## src/rtl/i2c_mon_pkg.sv

```systemverilog
// Shared types and helpers for the I2C bus monitor blocks.
package i2c_mon_pkg;

  localparam int BITS_PER_BYTE = 8;

  typedef enum logic [2:0] {
    ST_IDLE = 3'd0,
    ST_DATA = 3'd1,
    ST_ACK  = 3'd2,
    ST_HIT  = 3'd3,
    ST_FAIL = 3'd4
  } state_t;

  // Effective compare length: 0 means "one byte", oversize saturates at the maximum.
  function automatic int clamp_len(input int len, input int max_len);
    int eff;
    if (len == 32'sd0) begin
      eff = 32'sd1;
    end else if (len > max_len) begin
      eff = max_len;
    end else begin
      eff = len;
    end
    return eff;
  endfunction

endpackage

```

## src/rtl/i2c_bus_sync.sv

```systemverilog
// Synchronises raw scl/sda into the clk domain and flags START, STOP and scl rising edges.
module i2c_bus_sync #(
  parameter int SYNC_STAGES = 2
) (
  input  logic clk,
  input  logic reset,
  input  logic scl,
  input  logic sda,
  output logic sda_s,
  output logic start,
  output logic stop,
  output logic rise
);

  logic [SYNC_STAGES-1:0] scl_sync_r;
  logic [SYNC_STAGES-1:0] sda_sync_r;
  logic                   scl_p_r;
  logic                   sda_p_r;
  logic                   scl_s;

  // Synchroniser chains plus previous-sample flops; reset to the idle-bus level (high).
  always_ff @(posedge clk) begin
    if (reset) begin
      scl_sync_r <= {SYNC_STAGES{1'b1}};
      sda_sync_r <= {SYNC_STAGES{1'b1}};
      scl_p_r    <= 1'b1;
      sda_p_r    <= 1'b1;
    end else begin
      scl_sync_r <= {scl_sync_r[SYNC_STAGES-2:0], scl};
      sda_sync_r <= {sda_sync_r[SYNC_STAGES-2:0], sda};
      scl_p_r    <= scl_sync_r[SYNC_STAGES-1];
      sda_p_r    <= sda_sync_r[SYNC_STAGES-1];
    end
  end

  assign scl_s = scl_sync_r[SYNC_STAGES-1];
  assign sda_s = sda_sync_r[SYNC_STAGES-1];

  // START/STOP need scl high on both samples, so they can never coincide with a rise.
  assign start = scl_s & scl_p_r & sda_p_r & ~sda_s;
  assign stop  = scl_s & scl_p_r & ~sda_p_r & sda_s;
  assign rise  = scl_s & ~scl_p_r;

endmodule

```

## src/rtl/i2c_pattern_matcher.sv

```systemverilog
// Passive I2C monitor: compares each frame's bytes with a masked pattern and pulses match/mismatch.
module i2c_pattern_matcher
  import i2c_mon_pkg::*;
#(
  parameter int N_BYTES     = 4,
  parameter int SYNC_STAGES = 2,
  parameter int CNT_W       = 16,
  localparam int LW         = $clog2(N_BYTES + 1)
) (
  input  logic                   clk,
  input  logic                   reset,
  input  logic                   enable,
  input  logic                   scl,
  input  logic                   sda,
  input  logic [8*N_BYTES-1:0]   pattern,
  input  logic [8*N_BYTES-1:0]   mask,
  input  logic [LW-1:0]          pattern_len,
  output logic                   match,
  output logic                   mismatch,
  output logic                   busy,
  output logic [7:0]             rx_byte,
  output logic                   rx_valid,
  output logic                   ack_bit,
  output logic [LW-1:0]          byte_cnt,
  output logic [CNT_W-1:0]       match_count,
  output logic [2:0]             state_dbg
);

  logic sda_s;
  logic start_s;
  logic stop_s;
  logic rise_s;

  i2c_bus_sync #(
    .SYNC_STAGES (SYNC_STAGES)
  ) u_sync (
    .clk   (clk),
    .reset (reset),
    .scl   (scl),
    .sda   (sda),
    .sda_s (sda_s),
    .start (start_s),
    .stop  (stop_s),
    .rise  (rise_s)
  );

  state_t               state_r,    state_n;
  logic [2:0]           bit_cnt_r,  bit_cnt_n;
  logic [7:0]           shift_r,    shift_n;
  logic [LW-1:0]        byte_cnt_r, byte_cnt_n;
  logic [LW-1:0]        len_r,      len_n;
  logic [8*N_BYTES-1:0] pat_r,      pat_n;
  logic [8*N_BYTES-1:0] mask_r,     mask_n;
  logic                 busy_r,     busy_n;
  logic [7:0]           rx_byte_r,  rx_byte_n;
  logic                 rx_valid_r, rx_valid_n;
  logic                 ack_r,      ack_n;
  logic                 match_r,    match_n;
  logic                 mismatch_r, mismatch_n;
  logic [CNT_W-1:0]     count_r,    count_n;

  logic [7:0]           pat_byte_s;
  logic [7:0]           mask_byte_s;
  logic [LW-1:0]        byte_inc_s;
  logic                 byte_bad_s;

  // Expected byte and mask for the byte currently being acknowledged.
  always_comb begin
    pat_byte_s  = 8'(pat_r  >> (int'(byte_cnt_r) * BITS_PER_BYTE));
    mask_byte_s = 8'(mask_r >> (int'(byte_cnt_r) * BITS_PER_BYTE));
    byte_bad_s  = (byte_cnt_r < len_r) && (((shift_r ^ pat_byte_s) & mask_byte_s) != 8'h00);
    if (byte_cnt_r != LW'(N_BYTES)) begin
      byte_inc_s = byte_cnt_r + LW'(1);
    end else begin
      byte_inc_s = byte_cnt_r;
    end
  end

  // Next-state and next-output logic: enable, then frame boundaries, then scl rises.
  always_comb begin
    state_n    = state_r;
    bit_cnt_n  = bit_cnt_r;
    shift_n    = shift_r;
    byte_cnt_n = byte_cnt_r;
    len_n      = len_r;
    pat_n      = pat_r;
    mask_n     = mask_r;
    busy_n     = busy_r;
    rx_byte_n  = rx_byte_r;
    ack_n      = ack_r;
    count_n    = count_r;
    rx_valid_n = 1'b0;
    match_n    = 1'b0;
    mismatch_n = 1'b0;

    if (!enable) begin
      state_n = ST_IDLE;
      busy_n  = 1'b0;
    end else if (state_r == ST_IDLE) begin
      if (start_s) begin
        pat_n      = pattern;
        mask_n     = mask;
        len_n      = LW'(clamp_len(int'(pattern_len), N_BYTES));
        bit_cnt_n  = 3'd0;
        byte_cnt_n = {LW{1'b0}};
        busy_n     = 1'b1;
        state_n    = ST_DATA;
      end else begin
        state_n = ST_IDLE;
      end
    end else if (start_s || stop_s) begin
      case (state_r)
        ST_HIT: begin
          match_n = 1'b1;
          if (count_r != {CNT_W{1'b1}}) begin
            count_n = count_r + CNT_W'(1);
          end else begin
            count_n = count_r;
          end
        end
        ST_DATA, ST_ACK, ST_FAIL: mismatch_n = 1'b1;
        default:                  mismatch_n = 1'b0;
      endcase
      if (start_s) begin
        // Repeated START: open a fresh frame straight away.
        pat_n      = pattern;
        mask_n     = mask;
        len_n      = LW'(clamp_len(int'(pattern_len), N_BYTES));
        bit_cnt_n  = 3'd0;
        byte_cnt_n = {LW{1'b0}};
        busy_n     = 1'b1;
        state_n    = ST_DATA;
      end else begin
        busy_n  = 1'b0;
        state_n = ST_IDLE;
      end
    end else if (rise_s) begin
      case (state_r)
        ST_DATA: begin
          shift_n   = {shift_r[6:0], sda_s};
          bit_cnt_n = bit_cnt_r + 3'd1;
          if (bit_cnt_r == 3'd7) begin
            state_n = ST_ACK;
          end else begin
            state_n = ST_DATA;
          end
        end
        ST_ACK: begin
          ack_n      = sda_s;
          rx_byte_n  = shift_r;
          rx_valid_n = 1'b1;
          byte_cnt_n = byte_inc_s;
          bit_cnt_n  = 3'd0;
          if (byte_bad_s) begin
            state_n = ST_FAIL;
          end else if (byte_inc_s == len_r) begin
            // Completing the pattern wins even if this byte was NACKed.
            state_n = ST_HIT;
          end else if (sda_s) begin
            state_n = ST_FAIL;
          end else begin
            state_n = ST_DATA;
          end
        end
        default: state_n = state_r;
      endcase
    end else begin
      state_n = state_r;
    end
  end

  // State and output registers.
  always_ff @(posedge clk) begin
    if (reset) begin
      state_r    <= ST_IDLE;
      bit_cnt_r  <= 3'd0;
      shift_r    <= 8'h00;
      byte_cnt_r <= {LW{1'b0}};
      len_r      <= {LW{1'b0}};
      pat_r      <= {(8*N_BYTES){1'b0}};
      mask_r     <= {(8*N_BYTES){1'b0}};
      busy_r     <= 1'b0;
      rx_byte_r  <= 8'h00;
      rx_valid_r <= 1'b0;
      ack_r      <= 1'b0;
      match_r    <= 1'b0;
      mismatch_r <= 1'b0;
      count_r    <= {CNT_W{1'b0}};
    end else begin
      state_r    <= state_n;
      bit_cnt_r  <= bit_cnt_n;
      shift_r    <= shift_n;
      byte_cnt_r <= byte_cnt_n;
      len_r      <= len_n;
      pat_r      <= pat_n;
      mask_r     <= mask_n;
      busy_r     <= busy_n;
      rx_byte_r  <= rx_byte_n;
      rx_valid_r <= rx_valid_n;
      ack_r      <= ack_n;
      match_r    <= match_n;
      mismatch_r <= mismatch_n;
      count_r    <= count_n;
    end
  end

  assign match       = match_r;
  assign mismatch    = mismatch_r;
  assign busy        = busy_r;
  assign rx_byte     = rx_byte_r;
  assign rx_valid    = rx_valid_r;
  assign ack_bit     = ack_r;
  assign byte_cnt    = byte_cnt_r;
  assign match_count = count_r;
  assign state_dbg   = state_r;

endmodule

```

## config.mk

```make
export PLATFORM = sky130hd
export DESIGN_NAME = i2c_pattern_matcher
export DESIGN_NICKNAME = d
export VERILOG_FILES = /design/src/rtl/i2c_mon_pkg.sv /design/src/rtl/i2c_bus_sync.sv /design/src/rtl/i2c_pattern_matcher.sv
export SDC_FILE = /design/constraint.sdc
export NUM_CORES = 1
export LEC_CHECK = 0
export CAP_MARGIN = 20
export CORE_MARGIN = 4
export CORE_UTILIZATION = 40
export DETAILED_ROUTE_END_ITERATION = 10
export GPL_ROUTABILITY_DRIVEN = 0
export SLEW_MARGIN = 5
export SYNTH_ARGS = -nofsm -noshare
export SYNTH_HDL_FRONTEND = slang
export SYNTH_SLANG_ARGS = --single-unit
```

## constraint.sdc

```tcl
create_clock -name clk -period 2.57 [get_ports clk]
set_clock_uncertainty 0.15 [all_clocks]
set_input_delay 0.3855 -clock clk [delete_from_list [all_inputs] [get_ports clk]]
set_output_delay 0.3855 -clock clk [all_outputs]
set_load 0.01 [all_outputs]
```

## Word level (Yosys, flattened, before mapping)

Index checks and enable logic that the tools add are counted.

| operators by class | value |
|---|---|
| eq/ne operators | 9 |
| reductions and logical operators | 21 |
| multiplexer cells | 38 |
| bitwise gates (word level) | 15 |
| add/sub/neg operators | 3 |
| shifts and indexed selects | 2 |
| order comparisons | 2 |

Operator list:

| cell | number |
|---|---|
| $mux W32 | 6 |
| $shr A32 B6 Y8 | 2 |
| $mux W3 | 21 |
| $add A16 B1 Y16 const B | 1 |
| $ne A16 B16 Y1 const B | 1 |
| $reduce_and A5 Y1 | 3 |
| $pmux W3 S2 | 2 |
| $and A8 B8 Y8 | 1 |
| $mux W1 | 8 |
| $reduce_bool A8 Y1 | 1 |
| $xor A8 B8 Y8 | 1 |
| $not A1 Y1 | 7 |
| $add A3 B1 Y3 const B | 2 |
| $and A1 B1 Y1 | 6 |
| $eq A3 B2 Y1 const B | 2 |
| $eq A3 B3 Y1 const B | 2 |
| $logic_not A3 Y1 | 2 |
| $reduce_and A2 Y1 | 3 |
| $reduce_and A3 Y1 | 2 |
| $reduce_bool A3 Y1 | 2 |
| $reduce_or A5 Y1 | 1 |
| $reduce_bool A4 Y1 | 1 |
| $reduce_or A4 Y1 | 1 |
| $eq A3 B1 Y1 const B | 1 |
| 11 further kinds | 11 |

| word-level totals | value |
|---|---|
| input bits | 72 |
| word-level logic and storage cells | 108 |
| output and inout bits | 35 |
| bits in registers | 119 |

## Logic depth before layout (Yosys ltp)

| logic depth | value |
|---|---|
| depth in word-level cells | 10 |
| mapped depth | 9 |
| gate-level depth less buffers | 8 |

## Hierarchy

A second synthesis with hierarchy kept.

| second synthesis, totals | value |
|---|---|
| cell total of the unflattened synthesis | 659 |
| area, all modules | 5328.9 sq um |

By module, submodules not included:

| module | times used | sequential area each (sq um) | cells an instance | area an instance (sq um) |
|---|---|---|---|---|
| i2c_pattern_matcher | 1 | 2262.2 | 644 | 5144.9 |
| i2c_bus_sync | 1 | 120.1 | 15 | 183.9 |

## Least setup slack after synthesis

Ideal clock, no wire load.

| timing path | value |
|---|---|
| path type | register to register |
| start | reg byte_cnt_r[1], in the netlist byte_cnt[1] |
| end | reg state_r[2], in the netlist state_dbg[2] |
| setup slack | 0.146 ns |
| required time | 2.306 ns |
| data arrival time | 2.160 ns |
| stages on the path, launching flop included | 8 |
| setup time | 0.114 ns |
| period minus slack after synthesis | 2.424 ns |
| path through | dfxtp_1 -> buf_6 -> buf_2 -> mux2i_1 -> o221ai_1 -> a2111o_1 -> or4_4 -> a21bo_1 |

| between the ends | value |
|---|---|
| longest elaborated chain between the ends | 10 |
| elaborated cells between the ends (all ways) | 17 |

Ends and longest elaborated chain:

| item | line | text |
|---|---|---|
| start, declared | i2c_pattern_matcher.sv:50 | `logic [LW-1:0] byte_cnt_r, byte_cnt_n;` |
| start signal, assigned | i2c_pattern_matcher.sv:178 | `byte_cnt_r <= {LW{1'b0}};` |
| start signal, assigned | i2c_pattern_matcher.sv:193 | `byte_cnt_r <= byte_cnt_n;` |
| $shr A32 B6 Y8 | i2c_pattern_matcher.sv:69 | `pat_byte_s = 8'(pat_r >> (int'(byte_cnt_r) * BITS_PER_BYTE));` |
| $xor A8 B8 Y8 | i2c_pattern_matcher.sv:71 | `byte_bad_s = (byte_cnt_r < len_r) && (((shift_r ^ pat_byte_s) & mask_byte_s) != 8'h00);` |
| $and A8 B8 Y8 | i2c_pattern_matcher.sv:71 |  |
| $reduce_bool A8 Y1 | i2c_pattern_matcher.sv:71 |  |
| $logic_and A1 B1 Y1 | i2c_pattern_matcher.sv:71 |  |
| $mux W3 * | i2c_pattern_matcher.sv:154 | `if (byte_bad_s) begin` |
| $pmux W3 S2 * | i2c_pattern_matcher.sv:138 | `case (state_r)` |
| $mux W3 * | i2c_pattern_matcher.sv:137 | `end else if (rise_s) begin` |
| $mux W3 * | i2c_pattern_matcher.sv:111 | `end else if (start_s \|\| stop_s) begin` |
| $mux W3 * | i2c_pattern_matcher.sv:99 | `end else if (state_r == ST_IDLE) begin` |
| end signal, assigned | i2c_pattern_matcher.sv:190 | `state_r <= state_n;` |
| end, declared | i2c_pattern_matcher.sv:47 | `state_t state_r, state_n;` |

Mark *: on every way between the ends. The rest lies on a longest branch, timed or not. The select of a mux whose other input is x is not followed.
A chain may end at the register's enable or synchronous reset.

## Worst setup path after layout

Same ends and word-level chain as after synthesis.

==> key figures <==
Run status
  • Status: finished clean

Drt
  • Final ANT Viol Nets: 0
  • Drt via density: 4.97
  • Iteration count of the initial detailed-routing pass: 4
  • Routed WL: 14.0 mm
  • WL per Instance: 15.1 um
  • DRC viols: 0
  • Via Count: 4,606
  • DR iter-0 viols: 244

STA
  • Final setup vio count: 0
  • Unrepaired setup endpoints after global routing: no
  • Slew headroom: 0.548
  • Hold Vio Cnt, Final: 0
  • Crit share post-route: 0.953
  • Fin. max-slew vios: 0
  • Setup TNS: 0 ps
  • FMAX: 408 MHz
  • Worst slew pin tran: 677 ps
  • Post-layout min period: 2450 ps

Clock tree
  • Postcts setup bufs: 0
  • Clk_lat worst skew: 410 ps
  • CTS HTree Levels: 4
  • CTS buffer count: 17
  • CTS Root Buffer Type: clkbuf_16
  • Resize count post-CTS: 0
  • Clk slew on worst S/H paths: 50 ps
  • CTS tree: done
  • CTS sink cnt: 119
  • CTS max path bufs: 2
  • CTS Hold Bufs: 0

Die
  • Die area: 0.0150 sq mm
  • Top Ports: 107
  • DIE HEIGHT: 122 um
  • Core footprint: 0.0127 sq mm
  • # rows: 41
  • Initial core utilization: 0.411
  • Die width: 122 um

Critical path
  • Critical path arrival: 2600 ps
  • RR Startpoint: byte_cnt[1]$_SDFFE_PP0P_
  • Setup crit end kind: flop
  • Critical Path Fanout Max: 21
  • R2R Setup Slk: 120 ps
  • Reg-to-reg critical path endpoint: state_dbg[2]$_SDFFE_PP0P_
  • Required time at the worst-slack endpoint: 2720 ps
  • Worst R2R Path Depth: 6
  • Crit start category: flop
  • Setup CP Type: flop to flop

Power
  • Sequential share of power: 0.437
  • Lkg Pwr: 2.60 nW
  • Clk pwr share: 0.510
  • Cell Pwr Density: 610 mW/mm^2
  • Switching Fraction: 0.203
  • Logic pwr share: 0.052
  • Worst VDD drop: 0.381 mV
  • Switching power: 0.000875 W
  • P_int: 0.00345 W

Finish
  • Diodes inserted: 0
  • Non-Filler Instances: 926
  • Register Area: 0.00238 sq mm
  • Multi-input gate area: 0.00263 sq mm
  • Post-route design area: 0.00708 sq mm
  • # fillers: 1,232
  • Synthesis-to-layout area growth: 35.4%
  • Final nets: 821
  • Layout cell share with drive strength beyond 1: 0.0809

Global routing
  • Remaining global-route overflow: 0
  • Overall Global Routing Usage: 0.194
  • Pin count of the biggest net entering global routing: 111
  • First-pass GRT wire length: 22.4 mm
  • Vias in the first global route: 4,625
  • Initial antenna violation count: 0

Placed design
  • Placed Cells: 895
  • Placed instance area: 0.00654 sq mm
  • PortBufs: 106
  • HPWL after detailed placement: 10.2 mm

Synth
  • Post-synth EDFFs: 0
  • Post-Synthesis Cells: 642
  • Net Count, Synth: 721
  • Synthesis-stage register bit count: 119
  • Dominant synthesized flop cell: dfxtp_1
  • Post-synthesis cell type count: 52
  • Register area share after synthesis: 0.455
  • Mapped cell area: 0.00523 sq mm
  • Synth Warn #: 0
  • Syn avg cell area: 8.15 sq um
  • Post-synthesis async set-or-reset flop share: 0

Min path
  • Hold Path Class: input pin to flop
  • Worst Hold Path EP: bit_cnt_r[0]$_SDFFE_PP0P_
  • Hold_sp: reset
  • Hold Path Depth: 2

Job
  • Max cap viols: 0
## worst max-delay path: stages, from the launching register on
cell      delay (ps)
dfxtp_1          420
buf_12           200
mux2i_1          250
o221ai_1         130
a2111o_1         410
or4_4            580
a21bo_1          200
## state kept, by name, summed over array words and instances (netlist names), 2 cells and up
| signal | count |
|---|---|
| bit_cnt_r | 3 |
| byte_cnt | 3 |
| len_r | 3 |
| mask_r | 32 |
| match_count | 16 |
| pat_r | 32 |
| rx_byte | 8 |
| shift_r | 8 |
| state_dbg | 3 |
| u_sync.scl_sync_r | 2 |
| u_sync.sda_sync_r | 2 |
## how the worst max path moves through the flow
stage	start	end	slack [ps]	cells past startpoint
floorplan	byte_cnt[1]$_SDFFE_PP0P_	state_dbg[2]$_SDFFE_PP0P_	150	7
global placement	enable	match_count[15]$_SDFFE_PP0P_	70	8
detailed placement	enable	match_count[15]$_SDFFE_PP0P_	20	8
CTS	byte_cnt[1]$_SDFFE_PP0P_	state_dbg[2]$_SDFFE_PP0P_	140	6
global route	byte_cnt[1]$_SDFFE_PP0P_	state_dbg[0]$_SDFFE_PP0P_	40	9
finish	byte_cnt[1]$_SDFFE_PP0P_	state_dbg[2]$_SDFFE_PP0P_	120	6
## power groups by stage
stage | clock (W) | sequential [W] | combinational [W]
after CTS | 0.00225 | 0.00189 | 0.000228
after global placement | 0 | 0.00193 | 0.000224
after floorplan | 0 | 0.00192 | 0.0000888
after detailed placement | 0 | 0.00193 | 0.000226
final | 0.00221 | 0.00189 | 0.000226
after global routing | 0.00233 | 0.00189 | 0.000246
## cell usage after synthesis (2+ instances only)
cell type,number,area share
a21o_1,3,0.0043
a21oi_1,87,0.083
a221oi_1,3,0.0050
a22oi_1,3,0.0043
a311oi_1,3,0.0050
a31oi_1,7,0.0084
a32oi_1,2,0.0033
and2_1,3,0.0036
and4_1,2,0.0033
buf_1,6,0.0043
buf_2,6,0.0057
clkbuf_1,32,0.023
dfxtp_1,119,0.46
ha_1,7,0.017
inv_1,8,0.0057
mux2i_1,14,0.027
mux4_2,2,0.0086
nand2_1,164,0.12
nand2b_1,5,0.0060
nand3_1,22,0.021
nand3b_1,2,0.0029
nand4_1,6,0.0072
nor2_1,39,0.028
nor2b_1,3,0.0036
nor3_1,6,0.0057
nor3b_1,3,0.0043
o21ai_0,9,0.0086
or2_2,6,0.0072
xnor2_1,8,0.013
xor2_1,40,0.067
## cells in the final DEF (no fill, tap or decap), types with 3 or more instances in the layout
cell,synthesis,layout
nor3b_1,3,3
buf_4,1,17
nor2_1,39,39
or2_2,6,6
clkbuf_1,32,9
clkdlybuf4s50_1,0,105
nor2b_1,3,3
inv_1,8,8
a21o_1,3,3
nand2_1,164,163
nand3_1,22,22
a21oi_1,87,87
a31oi_1,7,7
xnor2_1,8,8
nand4_1,6,6
dfxtp_1,119,119
nor3_1,6,6
o21ai_0,9,9
ha_1,7,7
buf_12,0,5
mux2i_1,14,14
xor2_1,40,40
a22oi_1,3,3
nand2b_1,5,5
clkbuf_16,0,17
a221oi_1,3,3
a311oi_1,3,3
## final cells by class
cell class,instances,share of cell area
Clock buffer,27,0.0668
Tap cell,172,0.0304
Sequential cell,119,0.336
Multi-Input combinational cell,468,0.371
Inverter,9,0.00477
Timing Repair Buffer,127,0.181
Clock inverter,4,0.00990
## layer usage
layer / global-route usage / vias to the layer above / wire length (um) / part of all wire
li1: - / 2350 / - / -
met1: 0.224 / 2139 / 5900 / 0.42
met2: 0.349 / 105 / 7290 / 0.52
met3: 0.0447 / 12 / 633 / 0.045
met4: 0.0693 / 0 / 168 / 0.012
met5: 0 / - / 0 / 0
## metrics by stage
stage | power (W) | setup WS, ps | utilization | hold WS (ps)
6_report | 0.00432 | 121 | 0.557 | 77.9
5_1_grt | 0.00447 | 44.3 | 0.557 | 62.2
4_1_cts | 0.00437 | 137 | 0.557 | 61.2
3_5_place_dp | 0.00215 | 19.4 | 0.514 | 245
3_3_place_gp | 0.00215 | 73.9 | 0.514 | 248
2_1_floorplan | 0.00201 | 146 | - | 239
## cell families after synthesis
logic type,synth area share
and+or+nand+nor,0.221
AOI/OAI and AO/OA,0.145
DFF,0.455
buffers and inverters,0.0431
xor gates and xnor gates,0.0804
muxes,0.0375
adders and majority gates,0.0167
Power figures use the tool's default switching activity.
